--- src/rtl/bus_master_tx_multi.sv ---
// Serial transmit port for a system-bus master: arbitration, slave select, header,
// then per-beat write data or a read wait, with retry on slave timeout and abort on grant loss.
module bus_master_tx_multi #(
    parameter int SLAVE_LEN = 2,
    parameter int ADDR_LEN  = 12,
    parameter int DATA_LEN  = 8,
    parameter int BURST_LEN = 12,
    parameter int LANES     = 1,
    parameter int TIMEOUT   = 10,
    parameter int MAX_RETRY = 3
) (
    input  logic                 clk,
    input  logic                 reset,
    input  logic                 req_valid,
    output logic                 req_ready,
    input  logic                 req_write,
    input  logic [SLAVE_LEN-1:0] req_slave,
    input  logic [ADDR_LEN-1:0]  req_addr,
    input  logic [BURST_LEN-1:0] req_burst,
    input  logic [DATA_LEN-1:0]  wdata,
    input  logic                 wdata_valid,
    output logic                 wdata_ready,
    input  logic                 arb_grant,
    input  logic                 bus_busy,
    input  logic                 slave_ready,
    input  logic                 rx_done,
    output logic                 arb_req,
    output logic [LANES-1:0]     tx_slave,
    output logic [LANES-1:0]     tx_addr,
    output logic [LANES-1:0]     tx_burst,
    output logic [LANES-1:0]     tx_data,
    output logic                 m_valid,
    output logic                 write_en,
    output logic                 read_en,
    output logic                 tx_done,
    output logic                 err
);

    // state    | meaning
    // S_IDLE   | ready for a request
    // S_REQ    | arb_req high, waiting for arb_grant
    // S_GNT    | one settling cycle after grant
    // S_SEL    | shifting slave id
    // S_WAIT   | waiting for slave_ready (timeout down-counter)
    // S_RETRY  | arb_req dropped for one cycle before re-request
    // S_HDR    | shifting address and burst count together
    // S_DATA   | per-beat marker then data slices
    // S_RDW    | read issued, waiting for rx_done
    typedef enum logic [3:0] {
        S_IDLE, S_REQ, S_GNT, S_SEL, S_WAIT, S_RETRY, S_HDR, S_DATA, S_RDW
    } state_t;

    localparam int SLV_CYC   = (SLAVE_LEN + LANES - 1) / LANES;
    localparam int ADDR_CYC  = (ADDR_LEN + LANES - 1) / LANES;
    localparam int BURST_CYC = (BURST_LEN + LANES - 1) / LANES;
    localparam int DATA_CYC  = (DATA_LEN + LANES - 1) / LANES;
    localparam int HDR_CYC   = (ADDR_CYC > BURST_CYC) ? ADDR_CYC : BURST_CYC;
    localparam int MAXC_A    = (HDR_CYC > SLV_CYC) ? HDR_CYC : SLV_CYC;
    localparam int MAXC      = (MAXC_A > DATA_CYC) ? MAXC_A : DATA_CYC;
    localparam int PW        = MAXC * LANES;
    localparam int CW        = $clog2(MAXC + 1);
    localparam int WW        = $clog2(TIMEOUT + 2);
    localparam int RW        = $clog2(MAX_RETRY + 2);

    localparam logic [CW-1:0] SLV_LAST   = CW'(SLV_CYC - 1);
    localparam logic [CW-1:0] HDR_LAST   = CW'(HDR_CYC - 1);
    localparam logic [CW-1:0] DATA_LAST  = CW'(DATA_CYC - 1);
    localparam logic [WW-1:0] WAIT_INIT  = WW'(TIMEOUT);
    localparam logic [RW-1:0] RETRY_LAST = RW'(MAX_RETRY);

    // Fields are zero-extended first, so the top slice's unused lanes read as 0.
    function automatic logic [LANES-1:0] take(input logic [PW-1:0] v, input int idx);
        logic [PW-1:0] s;
        s = v >> (idx * LANES);
        return s[LANES-1:0];
    endfunction

    state_t               state_q, state_d;
    logic                 write_q, write_d;
    logic [SLAVE_LEN-1:0] slave_q, slave_d;
    logic [ADDR_LEN-1:0]  addr_q, addr_d;
    logic [BURST_LEN-1:0] burst_q, burst_d;
    logic [DATA_LEN-1:0]  wdata_q, wdata_d;
    logic [CW-1:0]        cnt_q, cnt_d;
    logic [WW-1:0]        wait_q, wait_d;
    logic [RW-1:0]        retry_q, retry_d;
    logic [BURST_LEN-1:0] beats_q, beats_d;
    logic                 in_data_q, in_data_d;
    logic                 arb_req_q, arb_req_d;
    logic [LANES-1:0]     tx_slave_q, tx_slave_d;
    logic [LANES-1:0]     tx_addr_q, tx_addr_d;
    logic [LANES-1:0]     tx_burst_q, tx_burst_d;
    logic [LANES-1:0]     tx_data_q, tx_data_d;
    logic                 write_en_q, write_en_d;
    logic                 read_en_q, read_en_d;
    logic                 tx_done_q, tx_done_d;
    logic                 err_q, err_d;
    logic                 beat_take;
    logic                 go_idle;

    always_comb begin
        state_d    = state_q;
        write_d    = write_q;
        slave_d    = slave_q;
        addr_d     = addr_q;
        burst_d    = burst_q;
        wdata_d    = wdata_q;
        cnt_d      = cnt_q;
        wait_d     = wait_q;
        retry_d    = retry_q;
        beats_d    = beats_q;
        in_data_d  = in_data_q;
        arb_req_d  = arb_req_q;
        tx_slave_d = tx_slave_q;
        tx_addr_d  = tx_addr_q;
        tx_burst_d = tx_burst_q;
        tx_data_d  = tx_data_q;
        write_en_d = write_en_q;
        read_en_d  = read_en_q;
        tx_done_d  = 1'b0;
        err_d      = 1'b0;
        beat_take  = 1'b0;
        go_idle    = 1'b0;

        case (state_q)
            S_IDLE: begin
                if (req_valid && !bus_busy) begin
                    write_d   = req_write;
                    slave_d   = req_slave;
                    addr_d    = req_addr;
                    burst_d   = req_burst;
                    arb_req_d = 1'b1;
                    state_d   = S_REQ;
                end
            end
            S_REQ: begin
                if (arb_grant) state_d = S_GNT;
            end
            S_GNT: begin
                cnt_d      = '0;
                tx_slave_d = take(PW'(slave_q), 0);
                state_d    = S_SEL;
            end
            S_SEL: begin
                if (!arb_grant) begin
                    err_d   = 1'b1;
                    go_idle = 1'b1;
                end else if (cnt_q == SLV_LAST) begin
                    tx_slave_d = '0;
                    wait_d     = WAIT_INIT;
                    state_d    = S_WAIT;
                end else begin
                    cnt_d      = cnt_q + 1'b1;
                    tx_slave_d = take(PW'(slave_q), int'(cnt_q) + 1);
                end
            end
            S_WAIT: begin
                if (!arb_grant) begin
                    err_d   = 1'b1;
                    go_idle = 1'b1;
                end else if (slave_ready) begin
                    write_en_d = write_q;
                    read_en_d  = !write_q;
                    cnt_d      = '0;
                    tx_addr_d  = take(PW'(addr_q), 0);
                    tx_burst_d = take(PW'(burst_q), 0);
                    state_d    = S_HDR;
                end else if (wait_q != '0) begin
                    wait_d = wait_q - 1'b1;
                end else if (retry_q == RETRY_LAST) begin
                    err_d   = 1'b1;
                    go_idle = 1'b1;
                end else begin
                    retry_d   = retry_q + 1'b1;
                    arb_req_d = 1'b0;
                    state_d   = S_RETRY;
                end
            end
            S_RETRY: begin
                arb_req_d = 1'b1;
                state_d   = S_REQ;
            end
            S_HDR: begin
                if (!arb_grant) begin
                    err_d   = 1'b1;
                    go_idle = 1'b1;
                end else if (slave_ready) begin
                    if (cnt_q == HDR_LAST) begin
                        tx_addr_d  = '0;
                        tx_burst_d = '0;
                        cnt_d      = '0;
                        in_data_d  = 1'b0;
                        beats_d    = (burst_q == '0) ? '0 : burst_q - 1'b1;
                        state_d    = write_q ? S_DATA : S_RDW;
                    end else begin
                        cnt_d      = cnt_q + 1'b1;
                        tx_addr_d  = take(PW'(addr_q), int'(cnt_q) + 1);
                        tx_burst_d = take(PW'(burst_q), int'(cnt_q) + 1);
                    end
                end
            end
            S_DATA: begin
                if (!arb_grant) begin
                    err_d   = 1'b1;
                    go_idle = 1'b1;
                end else if (!in_data_q) begin
                    // Marker cycle: consume one word, data slices follow.
                    if (wdata_valid && slave_ready) begin
                        beat_take = 1'b1;
                        wdata_d   = wdata;
                        in_data_d = 1'b1;
                        cnt_d     = '0;
                        tx_data_d = take(PW'(wdata), 0);
                    end
                end else if (slave_ready) begin
                    if (cnt_q == DATA_LAST) begin
                        tx_data_d = '0;
                        in_data_d = 1'b0;
                        if (beats_q == '0) begin
                            tx_done_d = 1'b1;
                            go_idle   = 1'b1;
                        end else begin
                            beats_d = beats_q - 1'b1;
                        end
                    end else begin
                        cnt_d     = cnt_q + 1'b1;
                        tx_data_d = take(PW'(wdata_q), int'(cnt_q) + 1);
                    end
                end
            end
            S_RDW: begin
                if (!arb_grant) begin
                    err_d   = 1'b1;
                    go_idle = 1'b1;
                end else if (rx_done) begin
                    tx_done_d = 1'b1;
                    go_idle   = 1'b1;
                end
            end
            default: go_idle = 1'b1;
        endcase

        if (go_idle) begin
            state_d    = S_IDLE;
            arb_req_d  = 1'b0;
            write_en_d = 1'b0;
            read_en_d  = 1'b0;
            tx_slave_d = '0;
            tx_addr_d  = '0;
            tx_burst_d = '0;
            tx_data_d  = '0;
            retry_d    = '0;
            in_data_d  = 1'b0;
            cnt_d      = '0;
        end
    end

    always_ff @(posedge clk or posedge reset) begin
        if (reset) begin
            state_q    <= S_IDLE;
            write_q    <= 1'b0;
            slave_q    <= '0;
            addr_q     <= '0;
            burst_q    <= '0;
            wdata_q    <= '0;
            cnt_q      <= '0;
            wait_q     <= '0;
            retry_q    <= '0;
            beats_q    <= '0;
            in_data_q  <= 1'b0;
            arb_req_q  <= 1'b0;
            tx_slave_q <= '0;
            tx_addr_q  <= '0;
            tx_burst_q <= '0;
            tx_data_q  <= '0;
            write_en_q <= 1'b0;
            read_en_q  <= 1'b0;
            tx_done_q  <= 1'b0;
            err_q      <= 1'b0;
        end else begin
            state_q    <= state_d;
            write_q    <= write_d;
            slave_q    <= slave_d;
            addr_q     <= addr_d;
            burst_q    <= burst_d;
            wdata_q    <= wdata_d;
            cnt_q      <= cnt_d;
            wait_q     <= wait_d;
            retry_q    <= retry_d;
            beats_q    <= beats_d;
            in_data_q  <= in_data_d;
            arb_req_q  <= arb_req_d;
            tx_slave_q <= tx_slave_d;
            tx_addr_q  <= tx_addr_d;
            tx_burst_q <= tx_burst_d;
            tx_data_q  <= tx_data_d;
            write_en_q <= write_en_d;
            read_en_q  <= read_en_d;
            tx_done_q  <= tx_done_d;
            err_q      <= err_d;
        end
    end

    assign req_ready   = (state_q == S_IDLE);
    assign wdata_ready = beat_take;
    assign m_valid     = beat_take;
    assign arb_req     = arb_req_q;
    assign tx_slave    = tx_slave_q;
    assign tx_addr     = tx_addr_q;
    assign tx_burst    = tx_burst_q;
    assign tx_data     = tx_data_q;
    assign write_en    = write_en_q;
    assign read_en     = read_en_q;
    assign tx_done     = tx_done_q;
    assign err         = err_q;

endmodule

--- config.mk ---
export PLATFORM = sky130hd
export DESIGN_NAME = bus_master_tx_multi
export DESIGN_NICKNAME = d
export VERILOG_FILES = /design/src/rtl/bus_master_tx_multi.sv
export SDC_FILE = /design/constraint.sdc
export NUM_CORES = 1
export LEC_CHECK = 0
export CORE_MARGIN = 1
export CORE_UTILIZATION = 35
export DETAILED_ROUTE_END_ITERATION = 12
export MAX_ROUTING_LAYER = met4
export PLACE_DENSITY_LB_ADDON = 0.12
export SLEW_MARGIN = 20
export SYNTH_ARGS = -nofsm -noshare
export SYNTH_HDL_FRONTEND = slang
export SYNTH_SLANG_ARGS = --single-unit
--- constraint.sdc ---
create_clock -name clk -period 2.6 [get_ports clk]
set_input_delay 0.26 -clock clk [delete_from_list [all_inputs] [get_ports clk]]
set_output_delay 0.26 -clock clk [all_outputs]
set_load 0.1 [all_outputs]
==> metrics.log <==
INFO  metric clock_latency = 0.35 ns
INFO  metric pin_count = 55
INFO  metric post_cts_setup_repair_buffer_count = 0
INFO  metric initial_utilization = 0.366
INFO  metric synthCells = 433
INFO  metric cpPeakStageDelay = 0.71 ns
INFO  metric cts_tree = built
INFO  metric synthDominantCellAreaShare = 0.416
INFO  metric cts.repair.resized = 0
INFO  metric setup.worst_path.start_class = flop
INFO  metric finalHoldViolations = 0
INFO  metric maxcap_violations = 0
INFO  metric number_of_nets_in_the_layout = 552
INFO  metric worstPathArrival = 2.19 ns
INFO  metric place_hpwl = 7890 um
INFO  metric cts.hold.buffers_added = 0
INFO  metric highest_net_fanout_along_the_worst_path = 15
INFO  metric data_required_critical_path = 2.34 ns
INFO  metric grt_first_pass_wirelength = 18100 um
INFO  metric power_density = 1060 nW/um2
INFO  metric drcViolationCount = 0
INFO  metric cts_sinks = 71
INFO  metric cts_root_buf = clkbuf_16
INFO  metric sequentialPowerShare = 0.321
INFO  metric cell_internal_pwr = 3470 uW
INFO  metric unrepaired_setup_endpoints_after_global_routing = no
INFO  metric postSynthRegisterBits = 71
INFO  metric power.share.combinational = 0.448
INFO  metric synth-seq-area-share = 0.416
INFO  metric crit_path_end_kind = output port
INFO  metric yosysWarningCount = 0
INFO  metric synth_top_cells_by_area = dfrtp_1 (42%), mux2_2 (7.6%), nand2_1 (3.3%), a21oi_1 (2.7%), mux4_2 (2.6%)
INFO  metric layoutNonFillerInstCount = 649
INFO  metric synth-main-ff-cell = dfrtp_1
INFO  metric cts-htree-levels = 3
INFO  metric overflow = 0
INFO  metric cts.reportedPaths.clkPinSlew = 0.06 ns
INFO  metric synth_common_cells = dfrtp_1 (71), nand2_1 (38), mux2_2 (29), nor2_1 (29), a21oi_1 (23)
INFO  metric largest_buffer_count_on_any_clock_path = 2
INFO  metric pre_cts_slack = 0.175 ns
INFO  metric grt_max_degree = 36
INFO  metric timing.setup.tns = 0 ns
INFO  metric synth_cell_type_count = 71
INFO  metric async_reset_ff_frac = 1.00
INFO  metric finalSetupViolations = 0
INFO  metric synth_area_per_cell = 9.87 um2
INFO  metric critical-path-top-delay-family = simple AND/OR/NAND/NOR gates
INFO  metric drtPass1Iterations = 4
INFO  metric wl = 10700 um
INFO  metric rows = 39
INFO  metric place.port_buffers = 54
INFO  metric slew_at_the_pin_closest_to_its_max_slew_limit = 0.586 ns
INFO  metric final.min_clock_period = 2.45 ns
INFO  metric total_net_switching_power = 2290 uW
INFO  metric netlist_area = 4270 um2
INFO  metric globalplace.congestion = 0.873
INFO  metric worst_ir_drop_vdd = 0.000561 V
INFO  metric dp.cells = 633
INFO  metric postLayoutSetupSlackWorst = 0.148 ns
INFO  metric groute.usage.overall = 0.190
INFO  metric die_area = 12700 um2
INFO  metric synth-edff-count = 0
INFO  metric chipHeight = 112 um
INFO  metric clock.fmax = 408 MHz
INFO  metric floorplan.core_area = 11700 um2
INFO  metric maxSlewViolCount = 0
INFO  metric route.detailed.vias_per_inst = 5.49
INFO  metric antenna-diode-count = 0
INFO  metric leakage = 0.00228 uW
INFO  metric die_width = 112 um
INFO  metric p_clk_frac = 0.230
INFO  metric yosysTopAreaCell = dfrtp_1
INFO  metric initial_antenna_violation_count = 0
INFO  metric run_status = complete, no violations
INFO  metric initialDrtViolationCount = 144
INFO  metric timing.critical_path.cells = and4b_1, nand4_1, clkinv_2, buf_12
INFO  metric yosysMostFrequentCell = dfrtp_1
INFO  metric cts_buffers = 9
INFO  metric slowest_stage = dfrtp_1
INFO  metric via_count_of_the_first_global_routing_pass = 3556
INFO  metric critical_path_class = reg2out
INFO  metric fin_crit_sh = 0.943
INFO  metric relSlewSlack = 0.609
INFO  metric min_path_type = in2async
INFO  metric residual_antenna_violating_net_count_after_detailed_routing = 0
INFO  metric post_route_cells_drive_above_1_share = 0.208
INFO  metric num_vias = 3564
INFO  metric worst-path-buf-inv = 2
INFO  metric wl_per_cell = 16.4 um
INFO  metric area_growth_synth_to_finish = 26.8%
INFO  metric syn_nets = 484
INFO  metric fin_worst_skew = 0.00574 ns
INFO  metric p_sw_frac = 0.398
[kinds of logic after synthesis]
family                     Yosys count  share of synthesized area
xor gates and xnor gates            11                     0.0225
AOI/OAI and AO/OA                  103                      0.166
buffers and inverters               47                     0.0489
DFF                                 71                      0.416
adders and majority gates            8                     0.0234
and+or+nand+nor                    152                      0.203
muxes                               41                      0.120
[per-stage QoR]
step           hold slack (ns)   util  total power [uW]  area [um2]
2_1_floorplan            0.365      -              3770        4290
3_3_place_gp             0.461  0.438              4430        5100
3_5_place_dp             0.465  0.438              4470        5100
4_1_cts                  0.240  0.465              5820        5420
5_1_grt                  0.281  0.465              6130        5420
6_report                 0.232  0.465              5760        5420
[power groups by stage]
stage          sequential (uW)  clock [uW]  combinational (uW)
2_1_floorplan             2060           0                1710
3_3_place_gp              1860           0                2570
3_5_place_dp              1880           0                2600
4_1_cts                   1860        1360                2610
5_1_grt                   1920        1390                2820
6_report                  1850        1330                2580
[sequential cells by signal, summed over array words and instances, names as in the netlist, 2 cells and up]
register  count
wait_q        4
addr_q       12
retry_q       3
state_q       4
beats_q      12
wdata_q       7
slave_q       2
burst_q      12
cnt_q         4
[final timing paths]
kind,from,to,slack [ns],cells after the start
worst max register to register,cnt_q[1]$_DFFE_PP0P_,cnt_q[0]$_DFFE_PP0P_,0.18,6
worst min-delay path,reset,cnt_q[1]$_DFFE_PP0P_,0.23,2
worst max-delay path,state_q[2]$_DFFE_PP0P_,m_valid,0.15,4
min in group clk,wdata[5],wdata_q[5]$_DFFE_PP0P_,0.44,3
worst min register to register,wdata_q[6]$_DFFE_PP0P_,wdata_q[6]$_DFFE_PP0P_,0.48,2
max in group asynchronous,reset,tx_done$_DFF_PP0_,1.72,3
[cell usage in the layout (no fill, tap or decap), types with 4 or more instances in the layout]
master           netlist  final
clkdlybuf4s50_1        0     42
nor4_1                 9      8
nor3b_1                4      4
or4_1                  4      4
o21ai_0               17     17
mux4_2                 5      5
nand4_1                4      4
a21oi_1               23     23
mux2_2                29     29
a31oi_1                4      4
nand3_1                8      8
ha_1                   8      8
o31ai_1                9      9
nor2_1                29     29
a2bb2oi_1              6      6
mux2i_1                6      6
nor3_1                12     12
dfrtp_1               71     71
nand2_1               38     38
nor2b_1                4      4
buf_4                  3     38
o22ai_1                5      5
clkbuf_16              0      9
a211oi_1               5      5
or4b_1                 4      4
o32a_1                 6      6
o21a_1                 4      4
nand2b_1               7      7
xnor2_1                9      9
inv_1                 20     19
[layout make-up]
type                    count  area (um2)
flip-flops and latches     71        1780
fillers                  1129        6240
well taps                 143         179
inverters                  21        80.1
clock buffers              10         229
repair buffers             83         766
clock inverters             6        85.1
multi-input cells         315        2300
[metal layers]
metal,global-route usage,routed length [um],vias up
met5,-,0,-
li1,-,-,1733
met2,0.278,4820,74
met1,0.260,5260,1748
met4,0.0676,167,0
met3,0.0394,409,9
(Power assumes the default switching activity.)
